--- src/rtl/vga_scan_engine.sv ---
// rtl/vga_scan_engine.sv - 640x480 raster counters, registered colour/sync output stage and frame tick.
module vga_scan_engine #(
   parameter int H_VISIBLE = 640,
   parameter int H_FP      = 16,
   parameter int H_SYNC    = 96,
   parameter int H_BP      = 48,
   parameter int H_TOTAL   = 800,
   parameter int V_VISIBLE = 480,
   parameter int V_FP      = 10,
   parameter int V_SYNC    = 2,
   parameter int V_BP      = 33,
   parameter int V_TOTAL   = 525
) (
   input  logic       clk_pixel,
   input  logic       reset,
   input  logic [7:0] color_in,
   output logic [9:0] pixel_x,
   output logic [9:0] pixel_y,
   output logic       video_on,
   output logic       frame_tick,
   output logic [7:0] vga_r,
   output logic [7:0] vga_g,
   output logic [7:0] vga_b,
   output logic       vga_hs,
   output logic       vga_vs,
   output logic       vga_blank_n,
   output logic       vga_sync_n
);

   localparam logic [9:0] H_VIS_C   = 10'(H_VISIBLE);
   localparam logic [9:0] H_SS_C    = 10'(H_VISIBLE + H_FP);
   localparam logic [9:0] H_SE_C    = 10'(H_VISIBLE + H_FP + H_SYNC);
   localparam logic [9:0] H_LAST_C  = 10'(H_TOTAL - 1);
   localparam logic [9:0] V_VIS_C   = 10'(V_VISIBLE);
   localparam logic [9:0] V_SS_C    = 10'(V_VISIBLE + V_FP);
   localparam logic [9:0] V_SE_C    = 10'(V_VISIBLE + V_FP + V_SYNC);
   localparam logic [9:0] V_LAST_C  = 10'(V_TOTAL - 1);

   logic [9:0] h_count_q, h_count_d;
   logic [9:0] v_count_q, v_count_d;
   logic       frame_tick_q, frame_tick_d;
   logic [7:0] vga_r_q, vga_r_d;
   logic [7:0] vga_g_q, vga_g_d;
   logic [7:0] vga_b_q, vga_b_d;
   logic       vga_hs_q, vga_hs_d;
   logic       vga_vs_q, vga_vs_d;
   logic       vga_blank_n_q, vga_blank_n_d;
   logic       video_on_s;
   logic [2:0] r_s, g_s;
   logic [1:0] b_s;

   assign video_on_s = (h_count_q < H_VIS_C) && (v_count_q < V_VIS_C);
   assign r_s = color_in[7:5];
   assign g_s = color_in[4:2];
   assign b_s = color_in[1:0];

   always_comb begin
      h_count_d = h_count_q + 10'd1;
      v_count_d = v_count_q;
      if (h_count_q == H_LAST_C) begin
         h_count_d = '0;
         v_count_d = (v_count_q == V_LAST_C) ? '0 : v_count_q + 10'd1;
      end
   end

   // Stage 1: everything below describes the pixel currently on the counters.
   always_comb begin
      vga_hs_d      = !((h_count_q >= H_SS_C) && (h_count_q < H_SE_C));
      vga_vs_d      = !((v_count_q >= V_SS_C) && (v_count_q < V_SE_C));
      vga_blank_n_d = video_on_s;
      frame_tick_d  = (h_count_q == '0) && (v_count_q == V_VIS_C);
      vga_r_d       = '0;
      vga_g_d       = '0;
      vga_b_d       = '0;
      if (video_on_s) begin
         vga_r_d = {r_s, r_s, r_s[2:1]};
         vga_g_d = {g_s, g_s, g_s[2:1]};
         vga_b_d = {b_s, b_s, b_s, b_s};
      end
   end

   always_ff @(posedge clk_pixel) begin
      if (reset) begin
         h_count_q     <= '0;
         v_count_q     <= '0;
         frame_tick_q  <= 1'b0;
         vga_r_q       <= '0;
         vga_g_q       <= '0;
         vga_b_q       <= '0;
         vga_hs_q      <= 1'b1;
         vga_vs_q      <= 1'b1;
         vga_blank_n_q <= 1'b0;
      end else begin
         h_count_q     <= h_count_d;
         v_count_q     <= v_count_d;
         frame_tick_q  <= frame_tick_d;
         vga_r_q       <= vga_r_d;
         vga_g_q       <= vga_g_d;
         vga_b_q       <= vga_b_d;
         vga_hs_q      <= vga_hs_d;
         vga_vs_q      <= vga_vs_d;
         vga_blank_n_q <= vga_blank_n_d;
      end
   end

   assign pixel_x     = h_count_q;
   assign pixel_y     = v_count_q;
   assign video_on    = video_on_s;
   assign frame_tick  = frame_tick_q;
   assign vga_r       = vga_r_q;
   assign vga_g       = vga_g_q;
   assign vga_b       = vga_b_q;
   assign vga_hs      = vga_hs_q;
   assign vga_vs      = vga_vs_q;
   assign vga_blank_n = vga_blank_n_q;
   assign vga_sync_n  = 1'b0;

endmodule

--- config.mk ---
export PLATFORM = sky130hd
export DESIGN_NAME = vga_scan_engine
export DESIGN_NICKNAME = d
export VERILOG_FILES = /design/src/rtl/vga_scan_engine.sv
export SDC_FILE = /design/constraint.sdc
export NUM_CORES = 1
export LEC_CHECK = 0
export CORE_UTILIZATION = 43
export CTS_BUF_LIST = sky130_fd_sc_hd__clkbuf_4 sky130_fd_sc_hd__clkbuf_8 sky130_fd_sc_hd__clkbuf_16
export DETAILED_ROUTE_END_ITERATION = 16
export HOLD_SLACK_MARGIN = 0.03
export PLACE_DENSITY = 0.79
export RECOVER_POWER = 50
export SLEW_MARGIN = 10
export SYNTH_ARGS = -nofsm -noshare
export SYNTH_HDL_FRONTEND = slang
export SYNTH_SLANG_ARGS = --single-unit
--- constraint.sdc ---
create_clock -name clk_pixel -period 2.6 [get_ports clk_pixel]
set_clock_uncertainty 0.05 [all_clocks]
set_input_delay 0.78 -clock clk_pixel [delete_from_list [all_inputs] [get_ports clk_pixel]]
set_output_delay 0.78 -clock clk_pixel [all_outputs]
set_load 0.005 [all_outputs]
== Yosys cells after proc, flatten, opt, wreduce, memory -nomap -nowiden ==
Index checks and enable logic that the tools add are counted.
Storage, ports and cells
  flip-flop bits (word level): 48
  input port bits: 10
  output and inout port bits: 50
  word-level logic and storage cells: 31
Operators by class
  add/subtract/negate cells: 2
  $lt $le $gt $ge: 6
  equal/unequal tests: 3
  mux-type cells: 1
  bitwise gates (word level): 1
  reduce and logical (&&, ||, !) cells: 9
Operators by type and width (number)
  10-bit by 1-bit adder with 10-bit output (second input constant): 2
  10-bit equality test (second input constant): 2
  10-bit < comparator (second input constant): 2
  10-bit by 9-bit < comparator with 1-bit output (second input constant): 2
  10-bit by 9-bit equality test with 1-bit output (second input constant): 1
  10-bit greater-or-equal comparator (second input constant): 1
  10-bit by 9-bit greater-or-equal comparator with 1-bit output (second input constant): 1
  10-bit logical NOT: 1
  10-bit 2-to-1 mux: 1
  1-bit logical AND: 4
  2-bit OR reduction: 2
  1-bit logical NOT: 2
  1-bit inverter: 1

== Longest topological paths before layout ==
  word-level depth: 4
  gate-level depth with buffers: 7
  mapped depth without buffers: 6

== Worst setup path before layout ==
No wires, ideal clock.
  path kind: reg2reg
  start: register h_count_q[0] (netlist: pixel_x[0])
  end: register v_count_q[7] (netlist: pixel_y[7])
  library setup time: 0.066 ns
  data arrival time: 1.839 ns
  required time: 2.484 ns
  path slack: 0.645 ns
  stages on the path, launching flop included: 6
  path buffers: 0
  clock period less this slack: 1.955 ns
  cell sequence: dfxtp_1 ha_1 nand4_4 or4_4 or3_1 a21oi_2
Between the ends
  word-level cells in the longest chain between the ends: 1
RTL lines
  from (decl): line 39  | logic [9:0] h_count_q, h_count_d;
  from (signal assigned): line 94  | h_count_q <= h_count_d;
  10-bit equality test: line 60  | if (h_count_q == H_LAST_C) begin
  to (signal assigned): line 95  | v_count_q <= v_count_d;
  to (decl): line 40  | logic [9:0] v_count_q, v_count_d;
Every way passes these cells.
A chain may end at the register's enable or synchronous reset.

== Final worst setup path ==
  start: register h_count_q[7] (netlist: pixel_x[7])
  end: output video_on
Between the ends
  word-level cells in the longest chain between the ends: 2
RTL lines
  10-bit < comparator: line 52  | assign video_on_s = (h_count_q < H_VIS_C) && (v_count_q < V_VIS_C);
  1-bit logical AND: line 52
  to (decl): line 19  | output logic video_on,
Every way passes these cells.

==> out/qor.txt <==
outcome: finished, final reports clean
Power Density: 430 mW/mm2
die area: 0.00377 mm2
Commonest cells post-synth: 32 x dfxtp_1, 23 x nor2_1, 17 x buf_4
first-pass detailed-route iteration total: 4
CP Cell Sequence: o21ai_0, nand2_1, nor2_1, clkdlybuf4s50_1
Synth Warn #: 0
Setup violations, final: 0
ys flop type: dfxtp_1
nets@finish: 227
Sw Pwr: 0.000199 W
Final Instance Area: 0.00206 mm2
clock latency at the later pin of the worst-skew pair: 0.33 ns
DR iter-0 viols: 41
number of global-route vias before repair: 1,136
Clk pwr share: 0.326
Mapped Area: 0.00152 mm2
Via Count: 1,293
DR vias/cell: 4.97
Routed WL per cell: 12.1 um
Reg power frac: 0.577
largest net degree at the start of global routing: 13
register area share after synthesis: 0.422
Syn Inst Count: 167
Tcrit/Tclk final: 0.940
Max Freq: 0.409 GHz
CTS resizes: 0
Initial Util: 0.452
hold path depth: 1
Fin. Hold Viols: 0
CTS sink cnt: 32
most frequent cell after synthesis: dfxtp_1
Worst setup SP type: flop
top post-synthesis cells by area: dfxtp_1 42%, buf_4 8.4%, xnor2_1 6.9%
post-synthesis cell type count: 33
Req. time, crit path: 1.77 ns
worst r2r src: pixel_x[0]$_SDFF_PP0_
H-tree levels: 2
max_cap viols: 0
Boundary Pins: 60
Yosys top cell by area: dfxtp_1
CTS root buf: clkbuf_4
Synth Net Count: 181
Min-Delay Startpoint: pixel_x[0]$_SDFF_PP0_
Int Power: 0.000689 W
RSZ-0062 raised after global routing: false
clock-pin slew on the worst setup and hold paths: 0.10 ns
post-detail-place hpwl: 2330 um
synth-to-layout area growth: 35.7%
Antenna Cells: 0
Max Root-Sink Buffers: 2
share of the synthesized area in the top cell type: 0.422
die height: 61.4 um
slowest stage delay, CP: 0.51 ns
syn avg cell area: 9.10 um2
CP delay by family, top: buffers and inverters
FP Rows: 21
share of post-route cells with drive strength above 1: 0.0748
DRC: 0
Crit Path Class: reg2out
Yosys reg bits: 32
Gate power share: 0.097
number of I/O port buffers: 58
crit path buf inv count: 1
Post-Route WL: 3130 um
CTS tree: done
reg-to-reg slack, setup: 0.27 ns
LEAKAGE: 0.710 nW
CTS Buf Count: 5
number of synthesized flops with an enable pin: 0
utilization after layout: 0.613
async set or reset register ratio after synthesis: 0
Worst R2R End: pixel_y[7]$_SDFFE_PP0N_
hold_buf cts: 0
GP Congestion: 0.759
Layout fillers: 319
core area: 0.00336 mm2
FF-to-FF path depth: 5
worst slew pin tran: 0.565 ns
crit path capture type: output pin
area post-placement: 0.00202 mm2
Critical Path AT: 1.61 ns
Hold Path Class: reg2reg
slowest CP cell: clkdlybuf4s50_1
setup TNS: 0 ns
Peak VDD IR: 174 uV
initial antenna violation count: 0
Final ANT Viol Nets: 0
buffers inserted by post-CTS timing repair: 0
Sw Share: 0.224
die width: 61.4 um
max_slew headroom: 0.618
Worst Hold Path EP: pixel_x[0]$_SDFF_PP0_
critical path peak fanout: 7
first-pass GRT wire length: 4910 um
GRT Util Overall: 0.179
post-layout min period: 2.44 ns
global route overflow: 0
Slew Viols, Final: 0
cells in the final DEF, fill, tap and decap left out, types with 2 or more instances in the layout:
cell type | netlist | routed
a21o_1 | 2 | 2
a21oi_2 | 2 | 2
and2_0 | 0 | 2
and2_1 | 8 | 6
buf_4 | 17 | 2
clkbuf_4 | 0 | 5
clkdlybuf4s50_1 | 0 | 47
clkinv_2 | 0 | 2
dfxtp_1 | 32 | 30
dfxtp_2 | 0 | 2
dlygate4sd3_1 | 0 | 11
ha_1 | 4 | 4
inv_1 | 9 | 9
nand2_1 | 7 | 7
nand3_1 | 8 | 8
nand4_1 | 4 | 5
nor2_1 | 23 | 23
nor3_1 | 5 | 5
nor4_1 | 7 | 7
nor4b_1 | 3 | 3
o21ai_0 | 3 | 3
or3_1 | 2 | 2
xnor2_1 | 12 | 12
xor2_1 | 2 | 2
routing by layer:
metal | vias up | routed length [um] | GRT usage | share of wire
met1 | 582 | 1390 | 0.215 | 0.44
met5 | - | 0 | 0 | 0
li1 | 635 | - | - | -
met2 | 67 | 1390 | 0.281 | 0.44
met3 | 9 | 281 | 0.0714 | 0.090
met4 | 0 | 68 | 0.0857 | 0.022
worst register-to-register path, delay by kind of cell, from the launching register on:
kind	cells	cell delay [ns]
adder cells (fa/ha/maj)	1	0.23
AO/OA/AOI/OAI	1	0.13
AND/OR/NAND/NOR	3	1.43
flip-flops	1	0.43
power groups by stage:
stage,clock network [W],logic (W),registers (W)
finish,0.000290,0.0000861,0.000512
global route,0.000328,0.0000951,0.000515
CTS,0.000300,0.0000909,0.000513
detailed placement,0,0.0000905,0.000524
global placement,0,0.0000889,0.000524
floorplan,0,0.0000450,0.000523
metrics by stage:
step	std cells	hold WS, ns	worst slack [ns]	total power, W
CTS	260	0.454	0.131	0.000904
detailed placement	252	0.431	0.409	0.000615
floorplan	167	0.401	0.645	0.000568
global placement	252	0.421	0.448	0.000612
global route	260	0.474	0.0128	0.000937
finish	260	0.454	0.155	0.000888
logic make-up (layout without fill, tap and decap cells):
logic type | Yosys count | in the layout | synth area share
AND/OR/NAND/NOR | 76 | 76 | 0.292
adder cells (fa/ha/maj) | 4 | 4 | 0.0330
AO/OA/AOI/OAI | 8 | 8 | 0.0346
XOR/XNOR | 14 | 14 | 0.0807
multiplexers | 1 | 1 | 0.00659
flip-flops | 32 | 32 | 0.422
buffers and inverters | 31 | 78 | 0.129
other | 1 | 1 | 0.00247
registers in the layout, summed over array words and instances (netlist names):
name and flops:
vga_g 3, vga_blank_n 1, vga_r 3, vga_hs 1, pixel_x 10, vga_b 2, frame_tick 1, pixel_y 10
vga_vs 1
area by class of cell:
type	count	area (um2)	area share
clock buffer	6	51.3	0.0249
clock inverter	2	10.0	0.00485
inverter	9	33.8	0.0164
multi-input combinational	104	667	0.323
sequential	32	643	0.312
tap	46	57.6	0.0279
timing repair buffer	61	599	0.291
worst max-delay path by stage:
| stage | from | endpoint | slack [ns] | cells after the start |
|---|---|---|---|---|
| 2_1_floorplan | pixel_x[0]$_SDFF_PP0_ | pixel_y[7]$_SDFFE_PP0N_ | 0.64 | 5 |
| 3_3_place_gp | reset | vga_vs$_SDFF_PP1_ | 0.45 | 4 |
| 3_5_place_dp | reset | vga_vs$_SDFF_PP1_ | 0.41 | 4 |
| 4_1_cts | pixel_x[8]$_SDFF_PP0_ | video_on | 0.13 | 4 |
| 5_1_grt | pixel_x[7]$_SDFF_PP0_ | video_on | 0.01 | 4 |
| 6_report | pixel_x[7]$_SDFF_PP0_ | video_on | 0.16 | 4 |
(Power assumes the default switching activity.)
